### src/rtl/taint_pkg.sv
// Shared widths, taint bit positions and types for the taint-propagation stage.
package taint_pkg;
  localparam int HALF_W       = 32;
  localparam int WORD_W       = 2 * HALF_W;
  localparam int TAINT_HI_BIT = 2 * HALF_W - 1;
  localparam int TAINT_LO_BIT = HALF_W - 1;

  typedef logic [WORD_W-1:0] word_t;
  typedef logic [1:0]        taint_src_t;
endpackage

### src/rtl/taint_merge.sv
// Combinational taint merge: if either half's MSB is set, set both; all other bits pass through.
module taint_merge
  import taint_pkg::*;
#(
  parameter int HALF_W = taint_pkg::HALF_W
) (
  input  logic [2*HALF_W-1:0] i,
  output logic [2*HALF_W-1:0] next_o,
  output logic                t
);

  always_comb begin
    t                    = i[2*HALF_W-1] | i[HALF_W-1];
    next_o               = i;
    next_o[2*HALF_W-1]   = t;
    next_o[HALF_W-1]     = t;
  end

endmodule

### src/rtl/taint_propagate.sv
// Registered taint-propagation stage (1-cycle latency, no backpressure).
// Optional sticky flag and saturating taint counter enabled by defining TAINT_STICKY_EN.
module taint_propagate
  import taint_pkg::*;
#(
  parameter int HALF_W = taint_pkg::HALF_W
) (
  input  logic                clk,
  input  logic                rst,
  input  logic                in_valid,
  input  logic [2*HALF_W-1:0] i,
`ifdef TAINT_STICKY_EN
  input  logic                sticky_clr,
  output logic                taint_sticky,
  output logic [15:0]         taint_count,
`endif
  output logic                out_valid,
  output logic [2*HALF_W-1:0] o,
  output logic                taint_any,
  output logic [1:0]          taint_src
);

  logic [2*HALF_W-1:0] merged;
  logic                t;

  taint_merge #(.HALF_W(HALF_W)) u_merge (
    .i      (i),
    .next_o (merged),
    .t      (t)
  );

  always_ff @(posedge clk) begin
    if (rst) begin
      o         <= '0;
      out_valid <= 1'b0;
      taint_any <= 1'b0;
      taint_src <= '0;
    end else begin
      out_valid <= in_valid;
      if (in_valid) begin
        o         <= merged;
        taint_any <= t;
        taint_src <= {i[2*HALF_W-1], i[HALF_W-1]};
      end
    end
  end

`ifdef TAINT_STICKY_EN
  // A tainted word accepted in the same cycle as a clear still registers.
  always_ff @(posedge clk) begin
    if (rst) begin
      taint_sticky <= 1'b0;
      taint_count  <= '0;
    end else if (in_valid && t) begin
      taint_sticky <= 1'b1;
      if (sticky_clr)
        taint_count <= 16'd1;
      else if (taint_count != 16'hFFFF)
        taint_count <= taint_count + 16'd1;
    end else if (sticky_clr) begin
      taint_sticky <= 1'b0;
      taint_count  <= '0;
    end
  end
`endif

endmodule

### config.mk
export PLATFORM = sky130hd
export DESIGN_NAME = taint_propagate
export DESIGN_NICKNAME = d
export VERILOG_FILES = /design/src/rtl/taint_pkg.sv /design/src/rtl/taint_merge.sv /design/src/rtl/taint_propagate.sv
export SDC_FILE = /design/constraint.sdc
export NUM_CORES = 1
export LEC_CHECK = 0
export ABC_CLOCK_PERIOD_IN_PS = 2200
export CORE_ASPECT_RATIO = 0.6
export CORE_MARGIN = 3
export CORE_UTILIZATION = 41
export DETAILED_ROUTE_END_ITERATION = 8
export GPL_TIMING_DRIVEN = 0
export PLACE_DENSITY_LB_ADDON = 0.1
export SYNTH_ARGS = -nofsm -noshare
export SYNTH_HDL_FRONTEND = slang
export SYNTH_SLANG_ARGS = --single-unit
export TNS_END_PERCENT = 10
### constraint.sdc
create_clock -name clk -period 2.2 [get_ports clk]
set_input_delay 0.55 -clock clk [delete_from_list [all_inputs] [get_ports clk]]
set_output_delay 0.55 -clock clk [all_outputs]
set_load 0.01 [all_outputs]
==> metrics.cfg <==
[grt]
grt_pass1_vias = 2039
antenna_found_initial = 0
grt_pass1_wl_mm = 9.89
gr-total-overflow = 0
groute.usage.overall_pct = 18.4
grt_max_degree = 11

[die]
die_area_mm2 = 0.00677
coreArea_mm2 = 0.00533
die_w_um = 104
num_rows = 20
initial_core_util_pct = 44.6
fp.dieH_um = 65.0
ios = 135

[detailed_routing]
ant_nets = 0
totalWireLength_mm = 6.07
first_iter_violations = 46
num_vias = 2011
dr.pass1.iters = 4
drc = 0
wire_per_inst_um = 13.9
via_per_inst = 4.59

[sta]
finalHoldViolations = 0
relSlewSlack_pct = 70.0
tns_ns = 0
worst_pin_slew_ns = 0.450
fmax_mhz = 523
setup_viol = 0
maxSlewViolCount = 0
rsz0062_at_grt = no
post-route-period-util_pct = 86.9
period_minus_slack_ns = 1.91
clock_skew_ns = 0

[setup_path]
reg2reg_depth = 2
critPathCaptureType = primary output
start_kind = register
r2r_slack_ns = 1.49
endpoint = o[31]
crit_fanout = 4
r2r_end = o[31]
critPathSlowestCell = clkdlybuf4s50_1
slowest_delay_ns = 0.52
crit_required_ns = 1.65
setup.worst_path.start = o[31]
critPathArrivalTime_ns = 1.36
r2r_start = o[31]
crit_type = register to primary output
path_cells = buf_4, clkdlybuf4s50_1

[pwr]
power.share.sequential_pct = 46.9
leakagePower_nw = 1.71
power.net_switching_mw = 0.626
power_density_mw_per_mm2 = 697
swShare_pct = 22.6
p_clk_share_pct = 35.5
p_total_mw = 2.78
peakVddDrop_v = 0.000388
internal-power_mw = 2.15
pwr-share-comb_pct = 17.6

[yosys]
yosys.area.top_type_share_pct = 55.6
synthFlopType = dfxtp_1
synth_async_sr_flop_share_pct = 0
ys_seq_area_share_pct = 55.6
synth_warnings = 0
synthCells = 215
synth_edf_count = 0
netlist-cell-type-count = 12
ys_ff_latch = 66
syn-num-nets = 282
synth_largest_area_cell = dfxtp_1
postSynthAreaPerCell_um2 = 11.1
synthTopCellsByCount = dfxtp_1 (66), nor2_1 (66), mux2i_1 (64)
synth_area_mm2 = 0.00238
synthTopCellsByArea = dfxtp_1 (56%), mux2i_1 (27%), nor2_1 (10%)

[clock_network]
ctsResizeCount = 0
clock-sinks = 66
ctsHoldBuffers = 0
numCtsBuffers = 9
htree_levels = 3
clockBufferDepth = 2
root_buffer = clkbuf_8
cts_tree = yes
clk_latency_ns = 0.32
clk_pin_slew_ns = 0.07
cts_setup_buffers = 0

[placed_design]
port_buffers = 132
hpwl_mm = 4.70
gp_congestion = 0.695
dp_cells = 424

[cells_and_area]
areaGrowthSynthToFinish_pct = 67.8
fin_nets = 425
instances_no_fill = 438
n_antenna_cell = 0
drive_gt1_share_pct = 6.93

[hold_path]
min_path_type = register to register
hp-start = o[15]

[outcome]
outcome = completed

[job]
cap_violations = 0

worst max-delay path, delay by kind of cell (launching register included):
kind,cells,cell delay (ns)
buf+inv,2,0.65
flops,1,0.39
final cells by class:
type                    instances  area [µm²]
flip-flops and latches         66        1320
clock buffers                  12         155
repair buffers                132        1320
fillers                       401        1340
clock inverters                 2        37.5
plain buffers                  17         153
well taps                      77        96.3
multi-input cells             132         902
power groups by stage:
stage               Combinational [mW]  Sequential (mW)  Clock (mW)
finish                           0.488             1.30       0.986
global route                     0.525             1.31        1.07
CTS                              0.493             1.30        1.01
detailed placement               0.490             1.33           0
global placement                 0.483             1.33           0
floorplan                        0.163             1.36           0
worst min path at each step:
stage                     endpoint  slack, ns  depth (start not counted)
final                        o[15]       0.49                          2
after global routing         o[15]       0.52                          2
after CTS                     o[4]       0.50                          2
after detailed placement      o[4]       0.48                          2
after global placement        o[2]       0.47                          2
after floorplan              o[31]       0.53                          2
logic make-up (layout without fill, tap and decap cells):
family	after synthesis	count (layout)	synth area share, %
AOI/OAI and AO/OA	1	1	0.316
buffers and inverters	17	163	6.42
DFF	66	66	55.6
muxes	64	64	27.0
and+or+nand+nor	67	67	10.7
registers in the layout, indices dropped and copies added (netlist names):
signal,cells
o,63
taint_src,2
out_valid,1
cells in the final DEF, fill, tap and decap left out:
cell type        count
buf_6                1
buf_4                5
bufinv_16            1
dfxtp_1             66
buf_2                2
buf_1                1
nor2_1              66
buf_12               3
clkbuf_8            11
clkinvlp_4           1
buf_8                1
nor2b_1              1
clkbuf_1             5
clkdlybuf4s50_1    132
mux2i_1             64
a211oi_1             1
through the flow:
stage,utilization (%),cell area [µm²],worst slack [ns],hold slack (ns)
CTS,74.8,3990,0.272,0.497
global placement,71.2,3790,0.653,0.470
detailed placement,71.2,3790,0.634,0.482
floorplan,-,2380,0.951,0.528
finish,74.8,3990,0.287,0.491
global route,74.8,3990,0.218,0.520
layer usage:
layer  GRT usage (%)  wire length [µm]  vias to the layer above
met3            8.56               529                        8
met5               0                 0                        -
li1                -                 -                      990
met1            22.7              2720                      932
met4            5.47                65                        0
met2            28.9              2750                       81
No activity file was read; power rests on OpenSTA's default activity.
